--- src/rtl/mem_access_pkg.sv ---
// Shared load/store encodings: funct3 size codes, FSM states, byte-enable patterns
// and the small helpers that turn an access into lanes or a fault decision.
package mem_access_pkg;

    localparam logic [2:0] F3_B  = 3'b000;
    localparam logic [2:0] F3_H  = 3'b001;
    localparam logic [2:0] F3_W  = 3'b010;
    localparam logic [2:0] F3_BU = 3'b100;
    localparam logic [2:0] F3_HU = 3'b101;

    localparam logic [1:0] S_IDLE = 2'd0;
    localparam logic [1:0] S_REQ  = 2'd1;
    localparam logic [1:0] S_RESP = 2'd2;

    localparam logic [3:0] BE_NONE = 4'b0000;
    localparam logic [3:0] BE_LO   = 4'b0011;
    localparam logic [3:0] BE_HI   = 4'b1100;
    localparam logic [3:0] BE_ALL  = 4'b1111;

    // Unsigned sizes are load-only; a simultaneous load and store is never legal.
    function automatic logic access_fault(input logic rd, input logic wr,
                                          input logic [2:0] f3, input logic [1:0] lo);
        logic bad;
        case (f3)
            F3_B:    bad = 1'b0;
            F3_H:    bad = lo[0];
            F3_W:    bad = |lo;
            F3_BU:   bad = wr;
            F3_HU:   bad = wr | lo[0];
            default: bad = 1'b1;
        endcase
        return bad | (rd & wr);
    endfunction

    function automatic logic [3:0] store_be(input logic [2:0] f3, input logic [1:0] lo);
        case (f3)
            F3_B:    return 4'b0001 << lo;
            F3_H:    return lo[1] ? BE_HI : BE_LO;
            default: return BE_ALL;
        endcase
    endfunction

    function automatic logic [31:0] store_wdata(input logic [2:0] f3, input logic [31:0] rs2);
        case (f3)
            F3_B:    return {4{rs2[7:0]}};
            F3_H:    return {2{rs2[15:0]}};
            default: return rs2;
        endcase
    endfunction

endpackage

--- src/rtl/load_extend.sv ---
// Picks the addressed byte/halfword out of a read word and sign- or zero-extends it.
module load_extend
    import mem_access_pkg::*;
(
    input  logic [31:0] rdata,
    input  logic [1:0]  addr_lo,
    input  logic [2:0]  funct3,
    output logic [31:0] data
);

    logic [7:0]  byte_sel;
    logic [15:0] half_sel;

    always_comb begin
        case (addr_lo)
            2'd0:    byte_sel = rdata[7:0];
            2'd1:    byte_sel = rdata[15:8];
            2'd2:    byte_sel = rdata[23:16];
            default: byte_sel = rdata[31:24];
        endcase
        half_sel = addr_lo[1] ? rdata[31:16] : rdata[15:0];
    end

    always_comb begin
        case (funct3)
            F3_B:    data = {{24{byte_sel[7]}}, byte_sel};
            F3_BU:   data = {24'd0, byte_sel};
            F3_H:    data = {{16{half_sel[15]}}, half_sel};
            F3_HU:   data = {16'd0, half_sel};
            default: data = rdata;
        endcase
    end

endmodule

--- src/rtl/mem_access_unit.sv ---
// Multi-cycle load/store unit: IDLE -> REQ (ready handshake, timeout) -> RESP (Done pulse).
// Illegal or misaligned accesses skip the memory and complete with Fault from IDLE.
module mem_access_unit
    import mem_access_pkg::*;
#(
    parameter int unsigned TIMEOUT = 255
)
(
    input  logic        clk,
    input  logic        rst_n,
    input  logic        MemRead,
    input  logic        MemWrite,
    input  logic [2:0]  funct3,
    input  logic [31:0] ALUResult,
    input  logic [31:0] ReadData2,
    output logic        Stall,
    output logic        Done,
    output logic        Fault,
    output logic [31:0] LoadData,
    output logic        MemReq,
    output logic        MemWe,
    output logic [31:0] MemAddr,
    output logic [31:0] MemWData,
    output logic [3:0]  MemBe,
    input  logic        MemReady,
    input  logic [31:0] MemRData
);

    logic [1:0]  state_reg;
    logic [15:0] wait_reg;
    logic [31:0] addr_reg;
    logic [1:0]  addr_lo_reg;
    logic [2:0]  f3_reg;
    logic        we_reg;
    logic [3:0]  be_reg;
    logic [31:0] wdata_reg;
    logic        fault_reg;
    logic [31:0] load_data_reg;

    logic        access;
    logic        bad;
    logic [15:0] wait_inc;
    logic        wait_hit;
    logic [31:0] ext_data;

    assign access   = MemRead | MemWrite;
    assign bad      = access_fault(MemRead, MemWrite, funct3, ALUResult[1:0]);
    assign wait_inc = (wait_reg == 16'hFFFF) ? wait_reg : wait_reg + 16'd1;
    assign wait_hit = ({16'd0, wait_inc} >= TIMEOUT);

    load_extend u_load_extend (
        .rdata   (MemRData),
        .addr_lo (addr_lo_reg),
        .funct3  (f3_reg),
        .data    (ext_data)
    );

    always_ff @(posedge clk or negedge rst_n) begin
        if (!rst_n) begin
            state_reg     <= S_IDLE;
            wait_reg      <= '0;
            addr_reg      <= '0;
            addr_lo_reg   <= '0;
            f3_reg        <= '0;
            we_reg        <= 1'b0;
            be_reg        <= BE_NONE;
            wdata_reg     <= '0;
            fault_reg     <= 1'b0;
            load_data_reg <= '0;
        end else begin
            case (state_reg)
                S_IDLE: begin
                    if (access) begin
                        if (bad) begin
                            state_reg     <= S_RESP;
                            fault_reg     <= 1'b1;
                            load_data_reg <= '0;
                        end else begin
                            state_reg   <= S_REQ;
                            addr_reg    <= {ALUResult[31:2], 2'b00};
                            addr_lo_reg <= ALUResult[1:0];
                            f3_reg      <= funct3;
                            we_reg      <= MemWrite;
                            be_reg      <= MemWrite ? store_be(funct3, ALUResult[1:0]) : BE_NONE;
                            wdata_reg   <= MemWrite ? store_wdata(funct3, ReadData2) : '0;
                            wait_reg    <= '0;
                        end
                    end
                end
                S_REQ: begin
                    if (MemReady) begin
                        state_reg     <= S_RESP;
                        fault_reg     <= 1'b0;
                        load_data_reg <= we_reg ? '0 : ext_data;
                    end else if (wait_hit) begin
                        state_reg     <= S_RESP;
                        fault_reg     <= 1'b1;
                        load_data_reg <= '0;
                    end else begin
                        wait_reg <= wait_inc;
                    end
                end
                S_RESP: begin
                    state_reg <= S_IDLE;
                    fault_reg <= 1'b0;
                end
                default: state_reg <= S_IDLE;
            endcase
        end
    end

    // Gated by rst_n so the core is released the moment reset is asserted.
    assign Stall    = rst_n & (((state_reg == S_IDLE) & access) | (state_reg == S_REQ));
    assign Done     = (state_reg == S_RESP);
    assign Fault    = fault_reg;
    assign LoadData = load_data_reg;
    assign MemReq   = (state_reg == S_REQ);
    assign MemWe    = we_reg;
    assign MemAddr  = addr_reg;
    assign MemWData = wdata_reg;
    assign MemBe    = be_reg;

endmodule

--- config.mk ---
export PLATFORM = sky130hd
export DESIGN_NAME = mem_access_unit
export DESIGN_NICKNAME = d
export VERILOG_FILES = /design/src/rtl/mem_access_pkg.sv /design/src/rtl/load_extend.sv /design/src/rtl/mem_access_unit.sv
export SDC_FILE = /design/constraint.sdc
export NUM_CORES = 1
export LEC_CHECK = 0
export ABC_AREA = 1
export CORE_MARGIN = 2
export CORE_UTILIZATION = 48
export CTS_BUF_LIST = sky130_fd_sc_hd__clkbuf_8
export CTS_CLUSTER_SIZE = 8
export DETAILED_ROUTE_END_ITERATION = 8
export PLACE_DENSITY = 0.9
export SLEW_MARGIN = 20
export SYNTH_ARGS = -nofsm -noshare
export SYNTH_HDL_FRONTEND = slang
export SYNTH_SLANG_ARGS = --single-unit
export TNS_END_PERCENT = 100
--- constraint.sdc ---
create_clock -name clk -period 2.38 [get_ports clk]
set_input_delay 0.714 -clock clk [delete_from_list [all_inputs] [get_ports clk]]
set_output_delay 0.714 -clock clk [all_outputs]
set_load 0.005 [all_outputs]
Yosys cells after proc, flatten, opt, wreduce, memory -nomap -nowiden
Cells that the tools add are included.
{"block": "op_classes", "n_addsub": 1, "n_lt_le_gt_ge": 1, "eq_ne": 18, "shifts": 1, "muxes": 31, "n_bitwise": 8, "reduce_logical": 12}
{"cell": "32-bit 2-to-1 mux", "count": 6}
{"cell": "32-bit one-hot mux with 2 select lines", "count": 2}
{"cell": "32-bit one-hot mux with 4 select lines", "count": 1}
{"cell": "16-bit 2-to-1 mux", "count": 6}
{"cell": "16-bit one-hot mux with 2 select lines", "count": 1}
{"cell": "8-bit one-hot mux with 3 select lines", "count": 1}
{"cell": "16-bit by 1-bit adder with 16-bit output, second input constant", "count": 1}
{"cell": "16-bit equality test, second input constant", "count": 1}
{"cell": "16-bit by 8-bit greater-or-equal comparator with 1-bit output, second input constant", "count": 1}
{"cell": "3-bit equality test, second input constant", "count": 4}
{"cell": "2-bit != test, second input constant", "count": 5}
{"cell": "2-bit 2-to-1 mux", "count": 4}
{"cell": "4-bit 2-to-1 mux", "count": 2}
{"cell": "4-bit one-hot mux with 2 select lines", "count": 1}
{"cell": "4-bit AND reduction", "count": 2}
{"cell": "3-bit by 1-bit equality test with 1-bit output, second input constant", "count": 2}
{"cell": "3-bit logical NOT", "count": 2}
{"cell": "1-bit one-hot mux with 5 select lines", "count": 1}
{"cell": "5-bit AND reduction", "count": 1}
{"cell": "2-bit by 1-bit equality test with 1-bit output, second input constant", "count": 2}
{"cell": "2-bit equality test, second input constant", "count": 2}
{"cell": "2-bit logical NOT", "count": 2}
{"cell": "1-bit 2-to-1 mux", "count": 4}
{"cell": "1-bit OR", "count": 4}
{"cell": "12 further kinds", "count": 14}
{"block": "totals", "ff_bits": 123, "input_bits": 104, "output_inout_bits": 105, "elab_cells": 82}

Logic depth before layout (Yosys ltp)
{"block": "logic_depth", "ltp_word": 6, "depth_mapped": 15, "ltp_nobuf": 15}

Hierarchy
Synthesis repeated with hierarchy kept, for this count alone.
{"block": "hier_totals", "hier_cells": 903, "hier_area_um2": 6785.3}
{"module": "mem_access_unit", "n_inst": 1, "cells_per_inst": 711, "area_per_inst_um2": 5889.4, "seq_area_each_um2": 3078.0}
{"module": "load_extend", "n_inst": 1, "cells_per_inst": 192, "area_per_inst_um2": 895.9, "seq_area_each_um2": 0.0}

Least setup slack after synthesis
OpenSTA, ideal clock, no wires.
{"block": "synth_timing", "path_kind": "input to register", "startpoint": "in funct3[0]", "endpoint": "reg addr_reg[15] (netlist: MemAddr[15])", "setup_ns": 0.066, "arrival_time_ns": 2.007, "required_ns": 2.314, "path_slack_ns": 0.308, "cell_stages": 10, "path_buffers": 2, "cell_sequence": "o21ai_1 > nand2_1 > nand2_1 > o211a_1 > nand2_1 > nor2_1 > clkbuf_1 > clkbuf_1 > nand2_1 > nand2_1"}
{"block": "synth_between", "elab_chain_cells": 5, "word_cells_on_any_way": 9, "classes_between": "eq/ne: 4; mux: 1; bitwise: 2; reduce/logical: 2"}
{"item": "from (decl)", "line": "mem_access_unit.sv:13", "text": "input logic [2:0] funct3,"}
{"item": "3-bit equality test (tied with other cells)", "line": "mem_access_pkg.sv:24", "text": "case (f3)"}
{"item": "1-bit one-hot mux with 5 select lines (*)", "line": "mem_access_pkg.sv:24"}
{"item": "1-bit OR (*)", "line": "mem_access_pkg.sv:32", "text": "return bad | (rd & wr);"}
{"item": "1-bit NOT (no source line) (*)"}
{"item": "3-bit AND reduction (no source line) (*)"}
{"item": "to (signal assigned)", "line": "mem_access_unit.sv:80", "text": "addr_reg <= {ALUResult[31:2], 2'b00};"}
{"item": "to (decl)", "line": "mem_access_unit.sv:31", "text": "logic [31:0] addr_reg;"}
Mark *: on every way between the ends. The rest lies on a longest branch, timed or not.
A chain may end at the register's enable or synchronous reset.

Worst setup path after layout
{"block": "layout_timing", "startpoint": "reg state_reg[0]", "endpoint": "out Stall"}
{"block": "layout_between", "elab_chain_cells": 4, "word_cells_on_any_way": 5, "classes_between": "eq/ne: 1; bitwise: 3; reduce/logical: 1"}
{"item": "from (decl)", "line": "mem_access_unit.sv:29", "text": "logic [1:0] state_reg;"}
{"item": "from (signal assigned)", "line": "mem_access_unit.sv:60", "text": "state_reg <= S_IDLE;"}
{"item": "from (signal assigned)", "line": "mem_access_unit.sv:75", "text": "state_reg <= S_RESP;"}
{"item": "from (signal assigned)", "line": "mem_access_unit.sv:79", "text": "state_reg <= S_REQ;"}
{"item": "2-bit logical NOT", "line": "mem_access_unit.sv:113", "text": "assign Stall = rst_n & (((state_reg == S_IDLE) & access) | (state_reg == S_REQ));"}
{"item": "1-bit bitwise AND", "line": "mem_access_unit.sv:113"}
{"item": "1-bit OR (*)", "line": "mem_access_unit.sv:113"}
{"item": "1-bit bitwise AND (*)", "line": "mem_access_unit.sv:113"}
{"item": "to (decl)", "line": "mem_access_unit.sv:16", "text": "output logic Stall,"}
Marked as above.

==> metrics.txt <==
outcome completed; Post-Syn Area per Cell 7.867 sq um; Die W approximately 120 um; gp weighted congestion between 0.9 and 1; H-tree levels 4; Nets roughly 1200; CTS Root Cell clkbuf_8; Yosys Warn Count 0; share of cells above drive strength 1 a little over an eighth; Cell Area, Synth between 6000 and 7000 sq um; Fin. Hold Viols 0; DRT Wirelength between 15000 and 20000 um; number of antenna diodes 0; required time of the critical path approximately 1.7 ns; clock latency on the worst-skew pair between 0.4 and 0.5 ns; Detailed Route Iter0 Violations approximately 700; RSZ-0062 raised after global routing yes; pin count of the biggest net entering global routing 73; crit end category primary output; crit-path max FO 3; FF-to-FF Start wait_reg[0]; Finished Cell Area just over 9000 sq um; Core Area approximately 13000 sq um; most common flop cell mapped by yosys dfrtp_1; clock sinks 123; PnR Total Power a little over 0.009 W; max incr delay on CP approximately 0.43 ns; r2r setup slk ~0.090 ns; grt ovf 0; initial antenna violation count 0; top cell type's share of synthesized area a little under 50%; CP Data Arrival Time roughly 1.7 ns; worst setup path class reg -> out; Seq/Total Area, Yosys between 40% and 50%; CTS tree done; VDD IR-drop max 718.1 uV; wire per inst about 16 um; reg-to-reg endpoint LoadData[25]; crit path max-delay cell type dfrtp_1; # rows 41; GRT Total Usage ~27%; antenna-violating nets left 0; Clk pin slew, worst setup/hold paths about 0.08 ns; post-layout min period 2.370 ns; total number of vias 6598; PD cells 992.2 nW/um^2; fin util 73.13%; Synth area leader dfrtp_1; wire length of the first global-routing pass 30770 um; Hold Slack just under 0.4 ns; CTS Buf Count 17; die area between 10000 and 15000 sq um; Post-synth EDFFs 0; Fmax achieved between 0.4 and 0.5 GHz; 1st-pass router iterations 7; Mapped Cells 804; worst hold path class in -> async; Leakage Power ~4.3 nW; Port Buf Inserts just over 200; half-perimeter wire length after placement ~14000 um; DIE HEIGHT around 120 um; CTS Buffer Depth 2; DRC violations left 0; most common cell after layout, fill and taps aside nand2_1; Setup-failing EPs final 0; synth unique cells 39; post-route clock period utilization 99.57%; most frequent cells in the layout 270 x nand2_1, 200 x clkdlybuf4s50_1, 122 x dfrtp_1; P&R area growth vs syn 47.10%; leading post-synthesis cells by cell area dfrtp_1 49%, nand2_1 16%, o21ai_0 6.6%; CP Launch Type flop; Max-Cap Viols 0; clk_skew between 0.01 and 0.015 ns; I/O pin total 209; headroom to the max-slew limit approximately 40%; Worst Reg2Reg Path Length in Cells 14; ordered cell list for the critical path inv_2, ha_4, nor2_4, inv_2, nand2_2, a21oi_2, buf_4, clkbuf_2; DP Area 8773 sq um; Final Max Slew Viols 0; register bit total from synthesis about 120; Top cell by count, worst path inv_2; vias in the first global route 6281; Vias/cell approximately 5.4; Initial Utilization between 40% and 50%; ys async rst share 100.0%; Worst Max-Slew Pin Slew 0.8830 ns
## how the worst max path moves through the flow
| stage | endpoint | cells past startpoint | start | slack (ns) |
|---|---|---|---|---|
| 6_report | Stall | 8 | state_reg[0] | 0.01 |
| 5_1_grt | Stall | 8 | state_reg[0] | -0.06 |
| 4_1_cts | Stall | 5 | MemRead | -0.13 |
| 3_5_place_dp | Stall | 5 | MemWrite | -0.43 |
| 3_3_place_gp | Stall | 5 | MemWrite | -0.42 |
| 2_1_floorplan | MemAddr[15] | 10 | funct3[0] | 0.31 |
## layout make-up
class	count	area (sq um)
sequential	123	3079
timing repair buffer	255	2497
inverter	59	226.5
multi-input combinational	588	2915
clock buffer	18	247.7
clock inverter	14	122.6
tap	172	215.2
fill	942	3418
## layer usage
| layer | global-route usage (%) | part of all wire (%) | vias up |
|---|---|---|---|
| li1 | - | - | 3117 |
| met1 | 33.26 | 39 | 3100 |
| met2 | 45.22 | 49 | 323 |
| met3 | 9.749 | 9.5 | 58 |
| met4 | 9.524 | 2.5 | 0 |
| met5 | 0 | 0 | - |
## kinds of logic (layout without fill, tap and decap cells)
logic type               count (synthesis)  count (layout)  share of synthesized area, %
flip-flops                             123             123                         48.66
multiplexers                             1               1                        0.1583
buffers and inverters                   95             346                         6.706
AO/OA/AOI/OAI                          194             194                         17.92
XOR/XNOR                                 1               1                        0.1385
AND/OR/NAND/NOR                        385             386                         25.56
adder cells (fa/ha/maj)                  4               4                        0.7913
other                                    1               2                       0.05929
## per-stage QoR
| stage | setup slack (ns) | setup TNS (ns) | instances |
|---|---|---|---|
| 2_1_floorplan | 0.3078 | 0 | 805 |
| 3_3_place_gp | -0.4212 | -20.04 | 1188 |
| 3_5_place_dp | -0.4301 | -21.54 | 1188 |
| 4_1_cts | -0.1288 | -0.1288 | 1222 |
| 5_1_grt | -0.06109 | -0.07101 | 1229 |
| 6_report | 0.01014 | 0 | 1229 |
## what timing repair did
item / 4_1_cts / 5_1_grt
buffers inserted: 2 / 5
endpoints found under the setup margin: 3 / 50
gates resized for setup: 8 / 23
hold buffers: 0 / 0
pin swaps: 0 / 2
gates cloned: 0 / 2
## critical path, delay by kind of cell, from the launching register on
kind	cells	cell delay, ns
DFF	1	0.43
and+or+nand+nor	2	0.08
adders and majority gates	1	0.15
buffers and inverters	4	0.40
AOI/OAI and AO/OA	1	0.12
## where the power goes
part           total [W]  internal (W)  switching, W
Clock            0.00175      0.000852      0.000900
Combinational    0.00424       0.00214       0.00210
Sequential       0.00324       0.00278      0.000464
Total            0.00923       0.00577       0.00346
## Yosys cell counts, types with 2 or more instances
library cell,number
buf_2,6
ha_1,4
buf_6,7
o21ai_0,83
nor2_1,57
dfrtp_1,123
nor2_4,3
o211ai_1,21
inv_1,54
o21bai_1,2
or2_2,2
a21oi_1,45
o21ai_2,22
nand4_1,7
o221ai_1,3
a31oi_1,2
o21ai_1,13
nor2_2,4
nand3_1,30
nand3_2,2
nand2_4,3
nand2_1,271
buf_1,2
clkbuf_1,19
buf_4,2
inv_2,4
No activity file was read; power rests on OpenSTA's default activity.
